**src/rtl/cpu_core.sv**
```systemverilog
// cpu_core: 16-bit-instruction, multi-cycle accumulator-free load/store core.
// Sequencing is FETCH -> EXEC -> (MEM) -> FETCH, with HALT as a terminal state
// that only reset leaves.
//
// Ports
//   clock, reset            : single clock, synchronous active-high reset
//   imem_req/imem_addr      : instruction fetch request, address = PC
//   imem_valid/imem_rdata   : fetch completion and instruction word
//   dmem_req/dmem_we        : data access request, 1 = store / 0 = load
//   dmem_addr/dmem_wdata    : zero-extended a8 and store data R[rd]
//   dmem_valid/dmem_rdata   : access completion and load data
//   retired                 : one-cycle pulse per completed instruction
//   halted                  : high while in HALT
module cpu_core #(
  parameter int DATA_W = 16,
  parameter int ADDR_W = 12
) (
  input  logic              clock,
  input  logic              reset,
  output logic              imem_req,
  output logic [ADDR_W-1:0] imem_addr,
  input  logic              imem_valid,
  input  logic [15:0]       imem_rdata,
  output logic              dmem_req,
  output logic              dmem_we,
  output logic [ADDR_W-1:0] dmem_addr,
  output logic [DATA_W-1:0] dmem_wdata,
  input  logic              dmem_valid,
  input  logic [DATA_W-1:0] dmem_rdata,
  output logic              retired,
  output logic              halted
);

  typedef enum logic [1:0] {FETCH, EXEC, MEM, HALT} state_t;

  typedef enum logic [3:0] {
    OP_NOP  = 4'h0, OP_ADD  = 4'h1, OP_ADDI = 4'h2, OP_AND  = 4'h3,
    OP_ANDI = 4'h4, OP_LD   = 4'h5, OP_ST   = 4'h6, OP_CMP  = 4'h7,
    OP_JMP  = 4'h8, OP_JZ   = 4'h9, OP_JNZ  = 4'hA, OP_JC   = 4'hB,
    OP_JNC  = 4'hC, OP_RSVD = 4'hD, OP_RSVE = 4'hE, OP_HALT = 4'hF
  } op_t;

  state_t            state;
  logic [ADDR_W-1:0] pc;
  logic [DATA_W-1:0] regs [16];
  logic              zf;
  logic              cf;
  logic [15:0]       instr;

  op_t               op;
  logic [3:0]        rd;
  logic [DATA_W-1:0] rs_val;
  logic [DATA_W-1:0] rt_val;
  logic [DATA_W-1:0] imm_val;
  logic [DATA_W-1:0] alu_val;
  logic              wr_en;
  logic              taken;
  logic              is_mem;
  logic [ADDR_W-1:0] pc_inc;
  logic [ADDR_W-1:0] pc_jmp;

  // Decode and execute from the latched instruction.
  always_comb begin
    op      = op_t'(instr[15:12]);
    rd      = instr[11:8];
    rs_val  = regs[instr[7:4]];
    rt_val  = regs[instr[3:0]];
    // Signed size casts sign-extend imm4 / off12 (off12 truncates when ADDR_W < 12).
    imm_val = DATA_W'($signed(instr[3:0]));
    pc_inc  = pc + ADDR_W'(1);
    pc_jmp  = pc + ADDR_W'($signed(instr[11:0]));
    is_mem  = (op == OP_LD) || (op == OP_ST);
    alu_val = '0;
    wr_en   = 1'b0;
    taken   = 1'b0;
    case (op)
      OP_ADD:  begin alu_val = rs_val + rt_val;  wr_en = 1'b1; end
      OP_ADDI: begin alu_val = rs_val + imm_val; wr_en = 1'b1; end
      OP_AND:  begin alu_val = rs_val & rt_val;  wr_en = 1'b1; end
      OP_ANDI: begin alu_val = rs_val & imm_val; wr_en = 1'b1; end
      OP_JMP:  taken = 1'b1;
      OP_JZ:   taken = zf;
      OP_JNZ:  taken = ~zf;
      OP_JC:   taken = cf;
      OP_JNC:  taken = ~cf;
      default: ;
    endcase
  end

  // Handshake outputs follow the state directly so that a zero-wait response
  // completes in the request cycle; reset forces them low.
  always_comb begin
    imem_req   = !reset && (state == FETCH);
    imem_addr  = pc;
    dmem_req   = !reset && (state == MEM);
    dmem_we    = (op == OP_ST);
    dmem_addr  = ADDR_W'(instr[7:0]);
    dmem_wdata = regs[rd];
    halted     = !reset && (state == HALT);
    retired    = !reset && (((state == EXEC) && !is_mem) ||
                            ((state == MEM) && dmem_valid));
  end

  always_ff @(posedge clock) begin
    if (reset) begin
      state <= FETCH;
      pc    <= '0;
      zf    <= 1'b0;
      cf    <= 1'b0;
      instr <= '0;
      for (int unsigned i = 0; i < 16; i++) regs[i[3:0]] <= '0;
    end else begin
      case (state)
        FETCH: begin
          if (imem_valid) begin
            instr <= imem_rdata;
            state <= EXEC;
          end
        end
        EXEC: begin
          if (op == OP_HALT) begin
            state <= HALT;
          end else if (is_mem) begin
            state <= MEM;
          end else begin
            if (wr_en) regs[rd] <= alu_val;
            if (op == OP_CMP) begin
              zf <= (rs_val == rt_val);
              cf <= (rs_val < rt_val);
            end
            pc    <= taken ? pc_jmp : pc_inc;
            state <= FETCH;
          end
        end
        MEM: begin
          if (dmem_valid) begin
            if (op == OP_LD) regs[rd] <= dmem_rdata;
            pc    <= pc_inc;
            state <= FETCH;
          end
        end
        HALT: ;
        default: state <= FETCH;
      endcase
    end
  end

endmodule

```
**config.mk**
```make
export PLATFORM = sky130hd
export DESIGN_NAME = cpu_core
export DESIGN_NICKNAME = d
export VERILOG_FILES = /design/src/rtl/cpu_core.sv
export SDC_FILE = /design/constraint.sdc
export NUM_CORES = 1
export LEC_CHECK = 0
export ABC_AREA = 1
export CORE_MARGIN = 1
export CORE_UTILIZATION = 30
export CTS_CLUSTER_DIAMETER = 60
export DETAILED_ROUTE_END_ITERATION = 10
export HOLD_SLACK_MARGIN = 0.12
export PLACE_DENSITY = 0.49
export SETUP_SLACK_MARGIN = 0.02
export SYNTH_ARGS = -nofsm -noshare
export SYNTH_HDL_FRONTEND = slang
export SYNTH_SLANG_ARGS = --single-unit
```
**constraint.sdc**
```tcl
create_clock -name clock -period 5.3 [get_ports clock]
set_clock_uncertainty 0.05 [all_clocks]
set_input_delay 0.795 -clock clock [delete_from_list [all_inputs] [get_ports clock]]
set_output_delay 0.795 -clock clock [all_outputs]
set_load 0.005 [all_outputs]
```
Word level (Yosys, flattened, before mapping)

Memory sizes are Yosys's and may differ from the RTL's. A register that Yosys moved wholly into a read port is not among the register bits.
Index checks and enable logic that the tools add are counted.

Add/sub/neg operators: 4
Order comparisons: 1
Eq/ne operators: 21
Muxes and demuxes: 36
Bitwise logic cells: 7
Reduce and logical (&&, ||, !) cells: 19

Operator list:

| operator                | number |
|---|---|
| $pmux W16 S4            | 1 |
| $mux W12                | 4 |
| $add A16 B16 Y16        | 2 |
| $and A16 B16 Y16        | 2 |
| $mux W16                | 2 |
| $mux W4                 | 7 |
| $eq A4 B4 Y1 const B    | 6 |
| $pmux W12 S2            | 1 |
| $eq A16 B16 Y1          | 1 |
| $eq A4 B3 Y1 const B    | 4 |
| $lt A16 B16 Y1          | 1 |
| $reduce_or A16 Y1       | 1 |
| $mux W1                 | 15 |
| $add A12 B1 Y12 const B | 1 |
| $add A12 B12 Y12        | 1 |
| $eq A4 B2 Y1 const B    | 2 |
| $mux W2                 | 4 |
| $ne A2 B2 Y1 const B    | 4 |
| $reduce_and A4 Y1       | 2 |
| $logic_and A1 B1 Y1     | 6 |
| $pmux W2 S3             | 1 |
| $pmux W1 S5             | 1 |
| $eq A2 B2 Y1 const B    | 2 |
| $eq A4 B1 Y1 const B    | 1 |
| other kinds (11)        | 16 |

Register bits: 32
Bits in writable memories: 256
Input port bits: 36
Output and inout bits: 45
Logic and storage cells: 94
Memories kept: 1

Memory list:

| memory | words | width | rd ports | clocked after memory_dff | wr ports | line | text |
|---|---|---|---|---|---|---|---|
| regs   | 16    | 16    | 3        | 3                        | 16       | 45   | `logic [DATA_W-1:0] regs [16];` |

Depth between registers and ports, before layout

Gate-level depths: netlist (run 1).

Depth after elaboration: 12
Gate-level depth with buffers: 30
Mapped depth without buffers: 25

Least setup slack after synthesis (run 1)

OpenSTA, ideal clock, no wires.

Path kind: register -> register
From: register with a tool-made name
To: memory regs[13][6] (data pin)
Arrival: 3.202 ns
Slack: 1.791 ns
Cell stages (with the launch flop): 28
Buffers on the path: 6
Period minus slack after synthesis: 3.509 ns
Path through: dfxtp_1 -> buf_6 -> buf_6 -> buf_6 -> buf_2 -> a21oi_1 -> o21ai_0 -> nand3_1 -> nand3_1 -> nand2_1 -> inv_1 -> o21ai_0 -> ha_1 -> inv_1 -> fa_1 -> inv_1 -> nand2_1 -> nand2_1 -> nand2_1 -> nand2_1 -> nand2_1 -> nand2_1 -> a21oi_1 -> o21ai_0 -> and3_1 -> clkbuf_1 -> buf_2 -> nor2_1

RTL lines:

| item          | line |
|---|---|
| end, declared | 45 |

==> results of run 1 <==
==> metal layers <==
layer	up-vias	part of all wire [%]	GRT usage (%)
met5	-	0	0
met4	0	2.7	6.710
met3	149	7.9	3.623
met2	890	45	36.00
met1	9526	44	31.40
li1	9401	-	-
==> cell families after synthesis <==
kind of cell,Yosys count
buffers and inverters,566
flip-flops,300
XOR/XNOR,14
adder cells (fa/ha/maj),49
other,1
AND/OR/NAND/NOR,991
AO/OA/AOI/OAI,843
==> cell type report <==
class / count / share of cell area, %
multi-input cells: 1901 / 41.17
flip-flops and latches: 300 / 36.57
inverters: 363 / 5.800
repair buffers: 138 / 5.698
well taps: 873 / 4.649
clock buffers: 46 / 4.532
clock inverters: 27 / 1.587
==> where the power goes <==
group | internal (W) | switching [W]
registers | 0.00270 | 0.000267
logic | 0.00139 | 0.00306
clock network | 0.00185 | 0.00115
total | 0.00595 | 0.00447
==> registers in the layout, summed over array words and instances (netlist names), named ones only <==
register and count:
state 2, instr 16, imem_addr 12, regs 256, cf 1, zf 1
==> worst paths after layout <==
kind	slack, ps	cells after the start	to	start
worst max-delay path	580	20	regs[11][8]	flip-flop
worst min-delay path	470	2	zf	zf
worst max register to register	580	20	regs[11][8]	flip-flop
worst min register to register	470	2	zf	zf
==> metrics by stage <==
| stage | hold slack (ps) | worst slack [ps] | std cells | total power [W] | instance area [um2] |
|---|---|---|---|---|---|
| final | 474.0 | 583.8 | 3648 | 0.01042 | 23490 |
| after global routing | 491.9 | 219.6 | 3648 | 0.01100 | 23490 |
| after CTS | 475.4 | 656.3 | 3648 | 0.01040 | 23490 |
| after detailed placement | 469.8 | 693.7 | 3575 | 0.007383 | 22060 |
| after global placement | 456.2 | 744.5 | 3575 | 0.007362 | 22060 |
| after floorplan | 431.9 | 1791 | 2767 | 0.005852 | 20680 |
==> cells in the mapped netlist (all sizes together), types with 8 or more instances <==
cell type | n | area share, %
o221ai | 34 | 1.4
ha | 47 | 2.8
o21ai | 365 | 8.8
buf | 111 | 3.6
nand3 | 236 | 5.9
inv | 360 | 6.5
a21oi | 301 | 7.5
o211ai | 123 | 4.5
edfxtp | 256 | 37
dfxtp | 44 | 4.3
clkbuf | 92 | 1.7
nand2 | 482 | 8.8
nor3 | 8 | 0.19
nor2 | 245 | 4.6
==> worst max-delay path: stages (launching register included) <==
cell and delay, ps:
dfxtp_4 680, buf_12 340, o211ai_1 140, nand3_1 100, nand3_1 170, nand2_1 200, inv_1 70, o21ai_0 200
ha_1 220, inv_1 70, fa_1 410, inv_1 80, nand2_1 70, nand2_1 80, nand2_1 60, nand2_1 150
a21oi_1 120, xor2_1 160, o211ai_2 900, nand2_1 150, inv_1 90
==> results.py, run 1 <==
metrics = {
    "final_layout": {
        "antennaDiodeCount": 0,
        "layout_common_cells": "nand2_1 (481), o21ai_0 (335), inv_1 (330)",
        "fin_nets": 2829,
        "area_delta_synth_final_pct": 13.64,
        "final.fill_count": 6985,
        "seq_area_um2": 8591,
        "utilization_pct": 34.74,
        "drive_above_1_share_pct": 7.063,
        "multi_input_area_um2": 9672,
        "final_common_cell": "nand2_1",
    },
    "detailed_routing": {
        "drt_wl_total_um": 80320,
        "drt_iter0_drc": 2462,
        "via_per_inst": 5.473,
        "routedWlPerCell_um": 22.02,
        "drc_errors": 0,
        "ant_nets": 0,
        "firstDrtPassIters": 8,
        "vias": 19970,
    },
    "cts": {
        "post-cts-setup-buffer-count": 0,
        "cts_resized": 0,
        "cts_hold_buf": 0,
        "cts_max_level": 2,
        "numCtsBuffers": 40,
        "cts_root_buf": "clkbuf_16",
        "cts.clk_slew.worst_paths_ps": 60,
        "clk_path_buf_depth": 3,
        "cts_tree": "built",
        "cts_sinks": 300,
        "insertion_delay_ps": 570,
    },
    "grt": {
        "grt_pass1_wl_um": 120200,
        "grtUsageTotal_pct": 22.62,
        "grt_max_degree": 105,
        "antenna_found_initial": 0,
        "grt_pass1_vias": 18870,
        "grt_overflow": 0,
    },
    "hold_path": {
        "hold_path.class": "reg -> reg",
    },
    "flow_run": {
        "drv_cap": 0,
    },
    "placement": {
        "gp_congestion": 0.9052,
        "post-dp-hpwl_um": 55510,
        "io_buffers": 76,
    },
    "timing": {
        "fin_crit_sh_pct": 88.99,
        "hold_violations": 0,
        "fmax_ghz": 0.2120,
        "tns_ps": 0,
        "setup_viol": 0,
        "slew_headroom_pct": 22.37,
        "tightestPinTransition_ps": 1161,
        "period_needed_ps": 4716,
        "rsz0062_at_grt": "false",
        "slew_viol_final": 0,
    },
    "critical_path": {
        "worstPathArrival_ps": 5090,
        "start_kind": "flip-flop",
        "cp-end-kind": "flip-flop",
        "required_ps": 5670,
        "critPathKind": "reg -> reg",
        "critPathMaxFanout": 52,
    },
    "logic_synthesis": {
        "synth_warnings": 0,
        "synth_compound_area_share_pct": 22.96,
        "seq_area_frac_synth_pct": 41.45,
        "ys_types": 44,
        "async_reset_ff_share_pct": 0,
        "synth.cell_area_um2": 20670,
        "synth_top_family_by_area": "compound AO/OA/AOI/OAI gates",
        "syn_avg_cell_area_um2": 7.480,
        "syn_inst": 2764,
        "synth-edff-count": 256,
        "synth_mux_area_share_pct": 0,
        "ys_ff_latch": 300,
        "yosys_most_used_dff": "edfxtp_1",
        "synthSimpleGateAreaFrac_pct": 20.12,
        "synthAdderAreaFrac_pct": 3.038,
        "post_synth_xor_area_fraction_pct": 0.5931,
    },
    "die": {
        "fp.dieArea_um2": 69970,
        "dieHeight_um": 264.5,
        "core_region_area_um2": 67630,
        "fp-row-count": 95,
        "pin_count": 81,
        "initial_core_util_pct": 30.57,
        "die_w_um": 264.5,
    },
    "pwr": {
        "peakVddDrop_mv": 0.2041,
        "power_density_nw_per_um2": 443.4,
        "leakagePower_nw": 9.629,
    },
    "run_status": {
        "status": "finished, final reports clean",
    },
}
No activity file was read; power rests on OpenSTA's default activity.
==> run 2, diff against run 1 <==
HOLD_SLACK_MARGIN = not set   (was 0.12)
==> results of run 2 <==
Same layout as run 1: the final DEF is identical, and so are final timing and power.
